**src/rtl/iram_loader_pkg.sv**
```systemverilog
// Shared types and helpers for the UART-to-instruction-RAM loader.
package iram_loader_pkg;

    typedef enum logic [2:0] {
        IDLE,
        LEN0,
        LEN1,
        DATA,
        CSUM,
        DONE,
        ERR
    } loader_state_t;

    localparam logic [7:0] SYNC_BYTE_DEF = 8'hA5;

    function automatic logic [31:0] le_word_insert(
        input logic [31:0] word,
        input logic [7:0]  b,
        input logic [1:0]  lane
    );
        logic [31:0] r;
        r = word;
        r[{lane, 3'b000} +: 8] = b;
        return r;
    endfunction

endpackage

```
**src/rtl/iram_uart_loader.sv**
```systemverilog
// Loads a framed UART byte stream into instruction RAM as LE 32-bit words.
// Define IRAM_LOADER_CHECKSUM_EN to require a trailing XOR checksum byte.
module iram_uart_loader
    import iram_loader_pkg::*;
#(
    parameter logic [31:0] BASE_ADDR      = 32'h0000_0000,
    parameter int unsigned DEPTH_WORDS    = 1024,
    parameter logic [7:0]  SYNC_BYTE      = SYNC_BYTE_DEF,
    parameter int unsigned TIMEOUT_CYCLES = 1000000
) (
    input  logic        clk,
    input  logic        Rst,
    input  logic [7:0]  rx_data,
    input  logic        rx_valid,
    output logic [31:0] imem_addr,
    output logic [31:0] imem_din,
    output logic [3:0]  imem_we,
    output logic        imem_en,
    output logic        prog_ena,
    output logic        state_load_prog,
    output logic        load_done,
    output logic        load_err
);

    localparam logic [31:0] TMO_LAST = 32'(TIMEOUT_CYCLES - 1);

    loader_state_t state_q, state_d;
    logic          prog_ena_q, prog_ena_d;
    logic          load_err_q, load_err_d;
    logic [15:0]   len_q, len_d;
    logic [15:0]   word_idx_q, word_idx_d;
    logic [1:0]    byte_idx_q, byte_idx_d;
    logic [31:0]   word_q, word_d;
    logic [31:0]   tmo_q, tmo_d;
    logic          wr_pend_q, wr_pend_d;
    logic [31:0]   wr_addr_q, wr_addr_d;
    logic [31:0]   wr_data_q, wr_data_d;
`ifdef IRAM_LOADER_CHECKSUM_EN
    logic [7:0]    csum_q, csum_d;
`endif

    logic [31:0] asm_word;
    logic [15:0] len_full;
    logic        active;

    assign asm_word = le_word_insert(word_q, rx_data, byte_idx_q);
    assign len_full = {rx_data, len_q[7:0]};
    assign active   = (state_q == LEN0) || (state_q == LEN1) ||
                      (state_q == DATA) || (state_q == CSUM);

    always_comb begin
        state_d    = state_q;
        prog_ena_d = prog_ena_q;
        load_err_d = load_err_q;
        len_d      = len_q;
        word_idx_d = word_idx_q;
        byte_idx_d = byte_idx_q;
        word_d     = word_q;
        tmo_d      = '0;
        wr_pend_d  = 1'b0;
        wr_addr_d  = '0;
        wr_data_d  = '0;
`ifdef IRAM_LOADER_CHECKSUM_EN
        csum_d     = csum_q;
`endif
        unique case (state_q)
            IDLE: begin
                if (rx_valid && rx_data == SYNC_BYTE) begin
                    state_d    = LEN0;
                    prog_ena_d = 1'b1;
                    load_err_d = 1'b0;
                    len_d      = '0;
                    word_idx_d = '0;
                    byte_idx_d = '0;
                    word_d     = '0;
`ifdef IRAM_LOADER_CHECKSUM_EN
                    csum_d     = '0;
`endif
                end
            end
            LEN0: begin
                if (rx_valid) begin
                    len_d   = {8'h00, rx_data};
                    state_d = LEN1;
                end
            end
            LEN1: begin
                if (rx_valid) begin
                    len_d      = len_full;
                    word_idx_d = '0;
                    byte_idx_d = '0;
                    if (len_full == 16'h0000)
                        state_d = DONE;
                    else if (32'(len_full) > DEPTH_WORDS)
                        state_d = ERR;
                    else
                        state_d = DATA;
                end
            end
            DATA: begin
                if (rx_valid) begin
                    word_d     = asm_word;
                    byte_idx_d = byte_idx_q + 2'd1;
`ifdef IRAM_LOADER_CHECKSUM_EN
                    csum_d     = csum_q ^ rx_data;
`endif
                    if (byte_idx_q == 2'd3) begin
                        // Write lands next cycle, alongside the next byte or DONE/CSUM.
                        wr_pend_d  = 1'b1;
                        wr_addr_d  = BASE_ADDR + {14'h0, word_idx_q, 2'b00};
                        wr_data_d  = asm_word;
                        word_d     = '0;
                        word_idx_d = word_idx_q + 16'd1;
                        if (word_idx_q == len_q - 16'd1) begin
`ifdef IRAM_LOADER_CHECKSUM_EN
                            state_d = CSUM;
`else
                            state_d = DONE;
`endif
                        end
                    end
                end
            end
`ifdef IRAM_LOADER_CHECKSUM_EN
            CSUM: begin
                if (rx_valid)
                    state_d = (rx_data == csum_q) ? DONE : ERR;
            end
`endif
            DONE: begin
                state_d    = IDLE;
                prog_ena_d = 1'b0;
            end
            ERR: begin
                state_d    = IDLE;
                prog_ena_d = 1'b0;
                load_err_d = 1'b1;
            end
            default: state_d = IDLE;
        endcase

        if (active && !rx_valid) begin
            if (tmo_q == TMO_LAST)
                state_d = ERR;
            else
                tmo_d = tmo_q + 32'd1;
        end
    end

    always_ff @(posedge clk or negedge Rst) begin
        if (!Rst) begin
            state_q    <= IDLE;
            prog_ena_q <= 1'b0;
            load_err_q <= 1'b0;
            len_q      <= '0;
            word_idx_q <= '0;
            byte_idx_q <= '0;
            word_q     <= '0;
            tmo_q      <= '0;
            wr_pend_q  <= 1'b0;
            wr_addr_q  <= '0;
            wr_data_q  <= '0;
`ifdef IRAM_LOADER_CHECKSUM_EN
            csum_q     <= '0;
`endif
        end else begin
            state_q    <= state_d;
            prog_ena_q <= prog_ena_d;
            load_err_q <= load_err_d;
            len_q      <= len_d;
            word_idx_q <= word_idx_d;
            byte_idx_q <= byte_idx_d;
            word_q     <= word_d;
            tmo_q      <= tmo_d;
            wr_pend_q  <= wr_pend_d;
            wr_addr_q  <= wr_addr_d;
            wr_data_q  <= wr_data_d;
`ifdef IRAM_LOADER_CHECKSUM_EN
            csum_q     <= csum_d;
`endif
        end
    end

    assign imem_en         = wr_pend_q;
    assign imem_we         = {4{wr_pend_q}};
    assign imem_addr       = wr_addr_q;
    assign imem_din        = wr_data_q;
    assign prog_ena        = prog_ena_q;
    assign load_err        = load_err_q;
    assign load_done       = (state_q == DONE);
    assign state_load_prog = (state_q == DATA);

endmodule

```
**config.mk**
```make
export PLATFORM = sky130hd
export DESIGN_NAME = iram_uart_loader
export DESIGN_NICKNAME = d
export VERILOG_FILES = /design/src/rtl/iram_loader_pkg.sv /design/src/rtl/iram_uart_loader.sv
export SDC_FILE = /design/constraint.sdc
export NUM_CORES = 1
export LEC_CHECK = 0
export ABC_AREA = 1
export CELL_PAD_IN_SITES_DETAIL_PLACEMENT = 1
export CELL_PAD_IN_SITES_GLOBAL_PLACEMENT = 2
export CORE_MARGIN = 2
export CORE_UTILIZATION = 35
export DETAILED_ROUTE_END_ITERATION = 8
export HOLD_SLACK_MARGIN = 0.06
export PLACE_DENSITY_LB_ADDON = 0.1
export SYNTH_ARGS = -nofsm -noshare
export SYNTH_HDL_FRONTEND = slang
export SYNTH_SLANG_ARGS = --single-unit
```
**constraint.sdc**
```tcl
create_clock -name clk -period 4.1 [get_ports clk]
set_input_delay 0.41 -clock clk [delete_from_list [all_inputs] [get_ports clk]]
set_output_delay 0.41 -clock clk [all_outputs]
set_load 0.02 [all_outputs]
```
==> Word-level counts from Yosys, hierarchy flattened <==
Index checks and enable logic that the tools add are counted.
{ "classes": {"bitwise": 1, "mux": 43, "div": 0, "magnitude_cmp": 1, "n_reduce_logical": 22, "n_addsub": 5, "n_shift": 2, "n_mul": 0, "n_eq_ne": 15} }
{ "ops": {"columns": ["operator", "count"], "rows": [
  ["$mux W32", 8],
  ["$mux W16", 6],
  ["$pmux W16 S3", 2],
  ["$pmux W32 S2", 1],
  ["$mux W18", 3],
  ["$add A32 B1 Y32 const B", 1],
  ["$bwmux W32", 1],
  ["$eq A32 B20 Y1 const B", 1],
  ["$shift A8 B7 Y32 const A", 1],
  ["$shiftx A8 B7 Y32", 1],
  ["$mux W3", 10],
  ["$add A16 B1 Y16 const B", 1],
  ["$eq A16 B16 Y1", 1],
  ["$gt A16 B11 Y1 const B", 1],
  ["$logic_not A16 Y1", 1],
  ["$sub A16 B1 Y16 const B", 1],
  ["$pmux W3 S4", 1],
  ["$reduce_and A4 Y1", 3],
  ["$eq A3 B3 Y1 const B", 3],
  ["$eq A8 B8 Y1 const B", 1],
  ["$ne A2 B2 Y1 const B", 4],
  ["$reduce_bool A2 Y1", 4],
  ["$neg A5 Y7", 1],
  ["$eq A3 B2 Y1 const B", 2],
  ["18 further kinds", 30]
]} }
{ "word_totals": {"mem_count": 0, "register_bits": 168, "output_inout_bits": 73, "wordCells": 101, "latchBits": 0, "ram_bits": 0, "romBits": 0, "input_bits": 11} }

==> Depth between registers and ports, before layout <==
Gate-level depths: netlist of run 1.
{ "depth": {"word_depth": 8, "mapped_depth": 13, "mapped_depth_nobuf": 13} }

==> Worst setup path before layout of run 1 <==
No wires, ideal clock.
{ "synth_path": {"path_type": "register to register", "start": "register byte_idx_q[0]", "end": "register word_q[16]", "n_path_buf": 1, "setup_time_ps": 83, "setup_slack_ps": 2264, "arrival_time_ps": 1753, "stages_incl_launch_ff": 10, "synth_period_minus_slack_ps": 1836, "cell_sequence": "dfrtp_1 > clkbuf_1 > inv_1 > ha_1 > inv_1 > nor2_1 > nand3_1 > o22ai_1 > nand3_1 > o21ai_0"} }
{ "synth_via": {"elab_chain_cells": 6} }
{ "synth_rtl": {"columns": ["element", "line", "rtl"], "rows": [
  ["start, declared", "iram_uart_loader.sv:32", "logic [1:0] byte_idx_q, byte_idx_d;"],
  ["start signal, assigned", "iram_uart_loader.sv:172", "byte_idx_q <= byte_idx_d;"],
  ["$neg A5 Y7", "iram_loader_pkg.sv:23", "r[{lane, 3'b000} +: 8] = b;"],
  ["$shiftx A8 B7 Y32 / $shift A8 B7 Y32 (equally long branches)", "iram_loader_pkg.sv:23", null],
  ["$bwmux W32", "iram_loader_pkg.sv:23", null],
  ["$mux W32 *", "iram_uart_loader.sv:107", "if (byte_idx_q == 2'd3) begin"],
  ["$mux W32 *", "iram_uart_loader.sv:101", "if (rx_valid) begin"],
  ["$pmux W32 S2 *", "iram_uart_loader.sv:66", "unique case (state_q)"],
  ["end signal, assigned", "iram_uart_loader.sv:173", "word_q <= word_d;"],
  ["end, declared", "iram_uart_loader.sv:33", "logic [31:0] word_q, word_d;"]
]} }
Every way passes the cells marked *; elsewhere a longest branch is shown, timed or not. The select of a mux whose other input is x is not followed.
A chain may end at the register's enable or synchronous reset.

==> Worst setup path after layout of run 1 <==
{ "layout_path": {"start": "register byte_idx_q[0]", "end": "register word_q[6]"} }
Same word-level chain as after synthesis.

==> results, run 1 <==
- The cell sitting at the root of the clock tree is a clkbuf_16.
- The number of setup buffers added after CTS is 0.
- Summed over all failing endpoints, the final setup total negative slack is 0 ps.
- For this block, the routed nets add up to 22.6 mm of wire.
- The number of max-slew violations in the final report was 0.
- The endpoint arrival time on the critical path is 2800 ps.
- The synthesized design contains 0 enable-type register cells.
- The tightest min-delay check is of the flop to flop type.
- The final weighted congestion in routability-driven placement is 0.800.
- The count of instances resized after the clock tree is built is 0.
- The final standard cell count with taps included and fillers excluded is 1,324.
- The average vias per placed instance is 4.88.
- After layout, the worst path uses 60.7% of the clock period.
- Including well taps, the total number of placed cells is 1,291.
- The register area share after synthesis is 47.7%.
- The maximum number of pins on one net before global-route repair is 90.
- Row generation in the floorplan step produced 55 rows.
- Synthesis handed over a netlist of 970 instances.
- The clock net in this run drives a total of 152 sinks.
- Cell internal power was estimated by the tool at 2660 µW.
- The count of warnings emitted by yosys is 0.
- After detailed routing, the number of remaining DRC violations is 0.
- TritonCTS built the clock tree.
- The most common flop cell mapped by yosys is dfrtp_1.
- In this run the cell area of the synthesized design comes to 7970 µm².
- The proportion of netlist area held by the largest area contributor is 47.7%.
- The sort of element at the start of the critical path is a flop.
- The clock passes through at most 2 buffers.
- The analysis attributes to cell leakage a power of 0.00410 µW.
- Synthesis instantiated 46 different standard cells from the library.
- The floorplan step defined a die boundary enclosing 24,000 µm².
- The area growth from synthesis to layout is 16.9%.
- The run finished with clean final reports.
- Sorting the synthesized cells by area gives the leading types as dfrtp_1 (48%), inv_1 (7.0%), nand2_1 (6.4%), nor2_1 (5.8%), nand3_1 (5.0%).
- The wire-length estimate of the detail-placed layout is 16.3 mm.
- Averaged over all synthesized cells, the footprint is 8.21 µm².
- The violation count after the first detailed-route iteration is 269.
- Combinational logic is responsible for 21.6% of the overall power.
- Sequential cells account for 42.3% of the total power.
- After filler insertion, the fill cell instance count of the layout stands at 2,729.
- Power spread over the standard cell area amounts to 440 nW/µm².
- The clock network latency to the later pin of the worst-skew pair is 430 ps.
- The number of global-route vias before repair is 6,763.
- For this run, the top clock speed supported by timing is 402 MHz.
- The maximum vdd ir drop is 0.223 mV.
- The largest fanout on the critical path is 12.
- The aggregate global routing overflow is 0.
- The initial cell density of the core is 35.4%.
- The sort of element at the end of the critical path is a flop.
- Buffers inserted during clock tree synthesis total 17.
- The number of ports placed on the die boundary is 84.
- The async set-or-reset flop fraction in the synthesized netlist is 100%.
- The number of nets at the end of the flow is 1,046.
- The initial antenna violation count is 0.
- By startpoint and endpoint, the worst setup path is classified as flop to flop.
- The required time reported for the critical path endpoint is 4410 ps.
- In this run the number of H-tree levels came out at 4.
- The dominant cell type by area after synthesis is dfrtp_1.
- The flip-flop and latch count after synthesis is 152.
- The first-pass GRT wire length is 37.4 mm.
- At the pin with the least slew margin, the transition time is 1080 ps.
- The clock group share of total power is 36.1%.
- Clock-pin slew was measured on the worst setup and hold paths at 70 ps.
- Net switching is 35.0% of the power.
- The die height is 155 µm.
- The count of maximum capacitance violations is 0.
- The remaining antenna violation count after routing is 0.
- The die outline width is 155 µm.
- The global-route usage over all layers is 19.9%.
- For the finished layout, the period the worst path requires is 2490 ps.
- Measured against its own limit, the worst slew margin works out to 27.7%.
- The detailed router placed 6,466 vias in this run.
- The count of TritonRoute iterations in the first routing pass is 4.
- The share of post-route cells with drive strength above 1 is 8.37%.
- Setup violations remaining at the end of the flow were counted as 0.
- The cell with the most instances after synthesis is dfrtp_1.
- The placeable core area is 22,500 µm².
- The worst clock skew is 15.4 ps.
- The number of port buffers is 67.
- After detailed routing, the average wire length per cell comes to 17.1 µm.
- 0 antenna diodes ended up in the layout.
- Summed over all nets, the switching power comes to 1440 µW.
- The number of hold-slack violations in the final timing report was 0.
- Setup repair after global routing left no endpoint under its margin.
- Ranked by instance count, the synthesized netlist is headed by dfrtp_1 (152), inv_1 (149), nand2_1 (135).
==> layer usage <==
metal | up-vias | GRT usage, % | share of wire (%)
li1 | 3194 | - | -
met1 | 3171 | 28.7 | 50
met2 | 92 | 31.5 | 46
met3 | 9 | 3.01 | 2.6
met4 | 0 | 4.89 | 0.89
met5 | - | 0 | 0
==> cell type report <==
class                   instances  area, µm²  share of cell area [%]
flip-flops and latches        152       3800                    40.8
multi-input cells             626       3300                    35.4
repair buffers                 70        709                    7.62
inverters                     159        597                    6.41
clock buffers                  18        429                    4.61
well taps                     285        357                    3.83
clock inverters                14        116                    1.25
==> cell usage in the layout, fill, tap and decap left out, types with 2 or more instances in the layout <==
cell / n
xor2_1: 25
inv_6: 4
nor2_1: 123
nand2_1: 135
nand3b_1: 6
a21oi_1: 11
o21ai_1: 2
conb_1: 16
nor4_1: 6
clkinvlp_4: 4
nand4_1: 21
nor2_2: 18
o22ai_1: 33
nor3_2: 5
nor3b_1: 2
nor2_4: 3
o21bai_1: 3
nand2_2: 4
inv_1: 149
nand3_1: 80
nand3_2: 4
nor3b_2: 2
clkdlybuf4s50_1: 66
ha_1: 9
xnor2_1: 10
a31oi_1: 2
nor3_1: 29
inv_2: 10
o21ai_0: 56
o21a_1: 2
o31ai_1: 8
dfrtp_1: 152
clkinv_4: 4
clkbuf_16: 17
==> registers in the layout, indices dropped and copies added, names as in the netlist <==
signal      flops
word_idx_q     16
word_q         32
imem_din       32
state_q         3
prog_ena        1
load_err        1
byte_idx_q      2
len_q          16
imem_en         1
imem_addr      16
tmo_q          32
==> worst paths after layout <==
check                               from             to  slack (ps)  depth (start not counted)
max in group asynchronous            Rst  word_idx_q[7]        2640                          3
setup / recovery           byte_idx_q[0]      word_q[6]        1610                          6
hold reg to reg                 tmo_q[0]       tmo_q[0]         480                          1
setup reg to reg           byte_idx_q[0]      word_q[6]        1610                          6
min in group asynchronous            Rst      tmo_q[17]         520                          2
hold / removal                  tmo_q[0]       tmo_q[0]         480                          1
==> per-stage QoR <==
step,hold WS (ps),utilization (%),total power (µW),cell area (µm²),setup WS [ps]
2_1_floorplan,114,-,2360,8020,2260
3_5_place_dp,444,38.9,2660,8760,1350
6_report,483,41.4,4100,9310,1610
4_1_cts,489,41.4,4170,9310,1570
3_3_place_gp,445,38.9,2650,8760,1440
5_1_grt,501,41.4,4360,9310,1310
==> what timing repair did <==
action | in CTS | in global routing
hold endpoints to repair | 63 | 0
endpoints found under the setup margin | 0 | 0
hold buffers | 1 | 0
==> cells by family (layout without fill, tap and decap cells) <==
logic type      Yosys count  count (layout)  synth area share (%)
compound gates          121             121                  8.81
buf+inv                 207             261                  11.5
other cells               1              16                0.0471
xor+xnor                 35              35                  3.85
flops                   152             152                  47.7
fa+ha+maj                 9               9                  1.41
simple gates            445             445                  26.6
==> power by group through the flow <==
stage	Combinational, µW	Clock, µW	Sequential [µW]
after floorplan	634	0	1730
after global placement	892	0	1760
after detailed placement	895	0	1760
after CTS	901	1530	1740
after global routing	1020	1580	1750
final	885	1480	1730
==> critical path, stage by stage, from the launching register on <==
cell     delay (ps)
dfrtp_1         530
inv_1           250
ha_1            430
nand4_1         460
o22ai_1         460
nand3_1         120
o21ai_0         130
(Power assumes the default switching activity.)
==> inputs of run 2 (changes only) <==
--- a/config.mk
+++ b/config.mk
@@ -9,7 +9,7 @@
 export CELL_PAD_IN_SITES_DETAIL_PLACEMENT = 1
 export CELL_PAD_IN_SITES_GLOBAL_PLACEMENT = 2
 export CORE_MARGIN = 2
-export CORE_UTILIZATION = 35
+export CORE_UTILIZATION = 31
 export DETAILED_ROUTE_END_ITERATION = 8
 export HOLD_SLACK_MARGIN = 0.06
 export PLACE_DENSITY_LB_ADDON = 0.1
==> constraint.sdc (replaced) <==
create_clock -name clk -period 2.2 [get_ports clk]
set_input_delay 0.22 -clock clk [delete_from_list [all_inputs] [get_ports clk]]
set_output_delay 0.22 -clock clk [all_outputs]
set_load 0.02 [all_outputs]
==> results, run 2 (synthesis results as in run 1) <==
- The run finished with clean final reports.
- The total leakage power is 0.00432 µW (+5.2%).
- The H-tree depth came to 4 (unchanged).
- The worst clock skew is 13.8 ps (-1.59 ps).
- CTS placed an instance of clkbuf_16 at the clock tree root.
- The slowest library cell on the worst path is dfrtp_1.
- The aggregate global routing overflow is 0 (unchanged).
- The overall routed net length is 23.9 mm (+5.5%).
- The detailed placement HPWL came to 17.5 mm (+7.4%).
- The number of nets at the end of the flow was 1,082 (+3.4%).
- The stage delay of the slowest cell on the critical path was 400 ps (-130 ps).
- The remaining antenna violation count after routing was 0 (unchanged).
- The total die area is 27,000 µm² (+13%).
- The share of the clock period used by the worst path after layout is 91.1% (+30 points).
- The combined flip-flop and latch cell area is 3800 µm² (unchanged).
- The count of TritonRoute iterations in the first routing pass was 4 (unchanged).
- The average vias per placed instance was 4.75 (-2.8%).
- The worst setup path is captured at a flop.
- The setup slack of the worst register-to-register path is 200 ps (-1410 ps).
- The critical path in this run is classified as flop to flop.
- The endpoint arrival time on the critical path is 2280 ps (-520 ps).
- The number of port buffers was 67 (unchanged).
- The library cells used most frequently in the layout, excluding fill and tap cells, are dfrtp_1 (152), inv_1 (149), nand2_1 (132).
- The number of fill cells in the layout is 2,959 (+8.4%).
- The first-pass GRT wire length is 39.4 mm (+5.2%).
- The maximum clock path buffer count came to 2 (unchanged).
- The worst hold-check path type is input pin to async pin.
- The total clock sinks came to 152 (unchanged).
- The number of placed instances with taps included came to 1,372 (+6.3%).
- The required time reported for the critical path endpoint is 2480 ps (-1930 ps).
- The worst slack after detailed placement is -6.87 ps (-1350 ps).
- The largest fanout on the critical path came to 5 (-7).
- The final design utilization is 38.6% (-2.8 points).
- The clock tree from TritonCTS is yes.
- In this design, the largest share of critical-path delay is due to simple AND/OR/NAND/NOR gates.
- The number of buffers inserted during clock tree synthesis is 17 (unchanged).
- The number of ports placed on the die boundary is 84 (unchanged).
- The routed wirelength normalized by instance count was 17.0 µm (-0.49%).
- The number of antenna diodes is 0 (unchanged).
- The share of post-route cells with drive strength above 1 came to 12.4% (+4.0 points).
- The number of hold-slack violations in the final timing report came to 0 (unchanged).
- The row count is 58 (+5.5%).
- The routed via count came to 6,667 (+3.1%).
- The worst flop-to-flop path endpoint is state_q[1].
- The number of global-route vias before repair is 7,044 (+4.2%).
- The violation count after the first detailed-route iteration is 389 (+45%).
- The total power density per cell area came to 818 nW/µm² (+86%).
- The maximum clock frequency is 499 MHz (+24%).
- From synthesis to final layout, the design area changed by 22.0%.
- Walking the worst path, the cells encountered are inv_1 > ha_2 > nand2_2 > nor2_1 > buf_4 > nand2_1 > nand2_1 > nand2_1 > nor2_1 > nand4_1 > o21bai_1 > nand4_1.
- The residual DRC count is 0 (unchanged).
- The maximum number of pins on one net before global-route repair came to 65 (-28%).
- The final setup violation count was 0 (unchanged).
- The placeable core area is 25,200 µm² (+12%).
- The worst setup path is launched from a flop.
- The number of cell instances on the worst register-to-register path is 12 (+6).
- The final standard cell count with taps included and fillers excluded is 1,404 (+6.0%).
- The clock transition at the registers of the reported paths is 70 ps (about the same).
- The time the worst path needs with I/O delays and setup is 2000 ps (-486 ps).
- The initial cell density of the core was 31.6% (-3.8 points).
- The commonest non-fill, non-tap cell in the layout is dfrtp_1.
- The initial antenna violation count is 1 (+1).
- The measured slew at the worst slew-check pin came to 498 ps (-582 ps).
- The global-route usage over all layers is 18.9% (-0.92 points).
- The remaining max-slew budget at the tightest pin was 66.5% (+39 points).
- The die height is 164 µm (+6.1%).
- The count of buffering cells on the critical path with inverters included is 2 (+1).
- The logic depth of the worst setup path including buffers is 12 (+6).
- The maximum vdd ir drop is 0.370 mV (+66%).
- The minimum setup slack in the final design is 197 ps (-1410 ps).
- The count of maximum capacitance violations is 0 (unchanged).
- In this run the critical register-to-register path is launched from len_q[1].
- The clock network latency to the later pin of the worst-skew pair came to 430 ps (about the same).
- The die outline width came to 164 µm (+6.1%).
- Among the stages of the critical path, the cell type that occurs most often is nand2_1.
- The final weighted congestion in routability-driven placement is 0.753 (-6.0%).
- The number of max-slew violations in the final report is 0 (unchanged).
- The area used by multi-input combinational logic is 3340 µm² (+1.1%).
- Setup repair after global routing left no endpoint under its margin.
==> run 2: cell types whose count changed in the layout (fill, tap and decap cells not counted), sizes merged, moves of 2 or more <==
cell / change
buf: +36
clkinv: -4
inv: +3
clkdlybuf4s50: -2
==> run 2: power breakdown <==
part	total, µW	internal, µW	switching, µW
Clock	2910	1580	1330
Sequential	3230	3020	215
Combinational	1810	594	1210
==> run 2: per-stage QoR <==
step	setup TNS, ps	hold WS [ps]	area, µm²	power [µW]
after global placement	0	119	9110	5080
after CTS	0	232	9680	8070
after floorplan	0	-75.6	8020	4400
after global routing	0	262	9720	8460
after detailed placement	-6.87	121	9110	5090
final	0	235	9720	7950
==> run 2: worst max path at each step <==
| stage | from | to | slack [ps] |
|---|---|---|---|
| 3_3_place_gp | rx_valid | state_q[1] | 40 |
| 4_1_cts | state_q[0] | load_done | 50 |
| 2_1_floorplan | byte_idx_q[0] | word_q[16] | 360 |
| 3_5_place_dp | rx_valid | state_q[1] | -7 |
| 6_report | len_q[1] | state_q[1] | 200 |
| 5_1_grt | len_q[1] | state_q[1] | 3 |
==> run 2: cell type report <==
type,instances,share of cell area [%]
inverters,159,6.14
multi-input cells,626,34.3
clock inverters,14,1.42
well taps,330,4.25
clock buffers,17,4.38
repair buffers,106,10.4
flip-flops and latches,152,39.1
==> run 2: worst reg2reg max path: cells and delay by family, from the launching register on <==
family | cells | cell delay [ps]
AND/OR/NAND/NOR | 8 | 800
buffers and inverters | 2 | 250
AO/OA/AOI/OAI | 1 | 190
adder cells (fa/ha/maj) | 1 | 220
flip-flops | 1 | 400
==> run 2: routing by layer <==
metal	GRT usage (%)	wire length (µm)	part of all wire [%]
met3	2.70	705	3.0
met5	0	0	0
met4	5.14	296	1.2
met2	29.7	11000	46
met1	27.2	11900	50
==> run 2: timing repair <==
| action | CTS | global route |
|---|---|---|
| endpoints found under the hold margin | 123 | 0 |
| resized for setup | 1 | 14 |
| setup endpoints to repair | 1 | 3 |
| setup buffers | 0 | 0 |
| hold buffers | 1 | 0 |
| pin swaps | 0 | 2 |
==> inputs of run 3 (changes only) <==
--- a/config.mk
+++ b/config.mk
@@ -8,7 +8,8 @@
 export ABC_AREA = 1
 export CELL_PAD_IN_SITES_DETAIL_PLACEMENT = 1
 export CELL_PAD_IN_SITES_GLOBAL_PLACEMENT = 2
-export CORE_MARGIN = 2
+export CORE_ASPECT_RATIO = 0.75
+export CORE_MARGIN = 5
 export CORE_UTILIZATION = 31
 export DETAILED_ROUTE_END_ITERATION = 8
 export HOLD_SLACK_MARGIN = 0.06
==> constraint.sdc (replaced) <==
create_clock -name clk -period 2.2 [get_ports clk]
set_input_delay 0.44 -clock clk [delete_from_list [all_inputs] [get_ports clk]]
set_output_delay 0.44 -clock clk [all_outputs]
set_load 0.02 [all_outputs]
==> results, run 3 (synthesis results as in run 1) <==
- The remaining antenna violation count after routing was 0 (unchanged).
- The number of nets at the end of the flow is 1,100 (+1.7%).
- The layout overhead on the synthesized area is 24.3%.
- The worst slack after detailed placement is -89.8 ps (-82.9 ps).
- The clock transition at the registers of the reported paths is 60 ps (about the same).
- The total clock sinks is 152 (unchanged).
- The time the worst path needs with I/O delays and setup came to 2100 ps (+97.8 ps).
- Clock tree synthesis selected as its root buffer the cell clkbuf_16.
- The overall routed net length is 24.6 mm (+2.8%).
- The maximum number of pins on one net before global-route repair is 65 (unchanged).
- The maximum clock path buffer count is 2 (unchanged).
- The row count is 50 (-14%).
- The commonest non-fill, non-tap cell in the layout is dfrtp_1.
- The global-route usage over all layers was 17.2% (-1.8 points).
- The residual DRC count was 0 (unchanged).
- The number of ports placed on the die boundary is 84 (unchanged).
- The initial cell density of the core is 31.7% (+0.041 points).
- The library cells used most frequently in the layout, excluding fill and tap cells, are dfrtp_1 (152), inv_1 (149), nand2_1 (133).
- The setup slack of the worst register-to-register path is 210 ps (about the same).
- The clock network latency to the later pin of the worst-skew pair is 440 ps (about the same).
- The detailed placement HPWL is 18.7 mm (+6.8%).
- The endpoint arrival time on the critical path is 1660 ps (-620 ps).
- The worst register-to-register path begins at len_q[0].
- The routed via count is 6,655 (-0.18%).
- The number of buffers inserted during clock tree synthesis was 17 (unchanged).
- The critical path endpoint is state_load_prog.
- The total leakage power is 0.00441 µW (+2.1%).
- The required time reported for the critical path endpoint is 1760 ps (-720 ps).
- STA classifies the critical path endpoint as an output pin.
- The number of port buffers was 67 (unchanged).
- The minimum setup slack in the final design is 98.8 ps (-97.8 ps).
- The number of fill cells in the layout was 3,026 (+2.3%).
- The final design utilization is 39.4% (+0.80 points).
- The violation count after the first detailed-route iteration is 287 (-26%).
- The total die area was 29,000 µm² (+7.6%).
- The worst hold slack is 481 ps (+246 ps).
- TritonCTS built the clock tree.
- The placeable core area is 25,100 µm² (-0.13%).
- The H-tree depth came to 4 (unchanged).
- The worst hold-check path type is flop to flop.
- The number of global-route vias before repair came to 6,762 (-4.0%).
- The aggregate global routing overflow was 0 (unchanged).
- The run finished with clean final reports.
- The average vias per placed instance is 4.65 (-2.1%).
- The number of antenna diodes is 0 (unchanged).
- The number of hold-slack violations in the final timing report is 0 (unchanged).
- Setup repair after global routing left no endpoint under its margin.
- The die height was 149 µm (-9.4%).
- The initial antenna violation count is 0 (-1).
- The share of the clock period used by the worst path after layout came to 95.5% (+4.4 points).
- The beginning of the critical path is state_q[2].
- The final setup violation count was 0 (unchanged).
- The total power density per cell area came to 807 nW/µm² (-1.4%).
- The maximum clock frequency is 476 MHz (-4.7%).
- The count of maximum capacitance violations was 0 (unchanged).
- The largest fanout on the critical path was 6 (+1).
- The setup path with the least slack is of type flop to output pin.
- In this run the critical register-to-register path is captured at state_q[1].
- The sort of element at the start of the critical path is a flop.
- The number of cell instances on the worst register-to-register path is 11 (-1).
- The routed wirelength normalized by instance count is 17.2 µm (+0.85%).
- The setup TNS is 0 ps (unchanged).
- The count of TritonRoute iterations in the first routing pass was 4 (unchanged).
- The final weighted congestion in routability-driven placement is 0.803 (+6.7%).
- The die outline width was 195 µm (+19%).
- The share of post-route cells with drive strength above 1 came to 13.5% (+1.2 points).
- The maximum vdd ir drop is 0.575 mV (+56%).
- The worst clock skew is 9.05 ps (-4.77 ps).
- The number of max-slew violations in the final report came to 0 (unchanged).
- The first-pass GRT wire length came to 39.4 mm (about the same).
-- run 3: final cells by class --
cell class | count | area, µm² | area share [%]
Sequential cell | 152 | 3800 | 38.4
Multi-Input combinational cell | 626 | 3340 | 33.7
Timing Repair Buffer | 124 | 1180 | 11.9
Inverter | 159 | 597 | 6.03
Clock buffer | 22 | 474 | 4.79
Tap cell | 338 | 423 | 4.27
Clock inverter | 10 | 93.8 | 0.947
-- run 3: worst max-delay path, cell delays in order, from the launching register on --
cell             delay, ps
dfrtp_1                450
nor2_2                 140
inv_2                   90
nor2_8                 200
clkdlybuf4s15_1        340
-- run 3: metal layers --
layer	global-route usage, %	wire (µm)	up-vias
met1	26.6	13100	3258
met5	0	0	-
met4	2.83	142	0
li1	-	-	3302
met3	3.86	1030	10
met2	24.7	10300	85
-- run 3: timing repair --
action                     in CTS  in global routing
hold endpoints to repair       33                  0
hold buffers                    1                  0
pin swaps                       0                  1
setup buffers                   0                  0
gates resized for setup         2                 13
setup endpoints to repair       2                  8
-- run 3: report_power, final --
group	internal, µW	switching (µW)	leakage [µW]	total [µW]
logic	641	1250	0.00212	1890
clock network	1650	1220	0.000272	2870
registers	3020	217	0.00202	3240
-- run 3: how the worst min path moves through the flow --
stage,cells past startpoint,endpoint,slack [ps],from
after floorplan,0,byte_idx_q[0],140,Rst
after global placement,1,tmo_q[9],400,Rst
after detailed placement,1,tmo_q[9],400,Rst
after CTS,1,tmo_q[0],490,tmo_q[0]
after global routing,1,tmo_q[0],510,tmo_q[0]
final,1,tmo_q[0],480,tmo_q[0]
-- run 3: through the flow --
step / instances / total power (µW) / cell area (µm²)
2_1_floorplan: 985 / 4400 / 8020
3_3_place_gp: 1398 / 5160 / 9290
3_5_place_dp: 1398 / 5170 / 9290
4_1_cts: 1431 / 8100 / 9870
5_1_grt: 1431 / 8490 / 9910
6_report: 1431 / 8000 / 9910
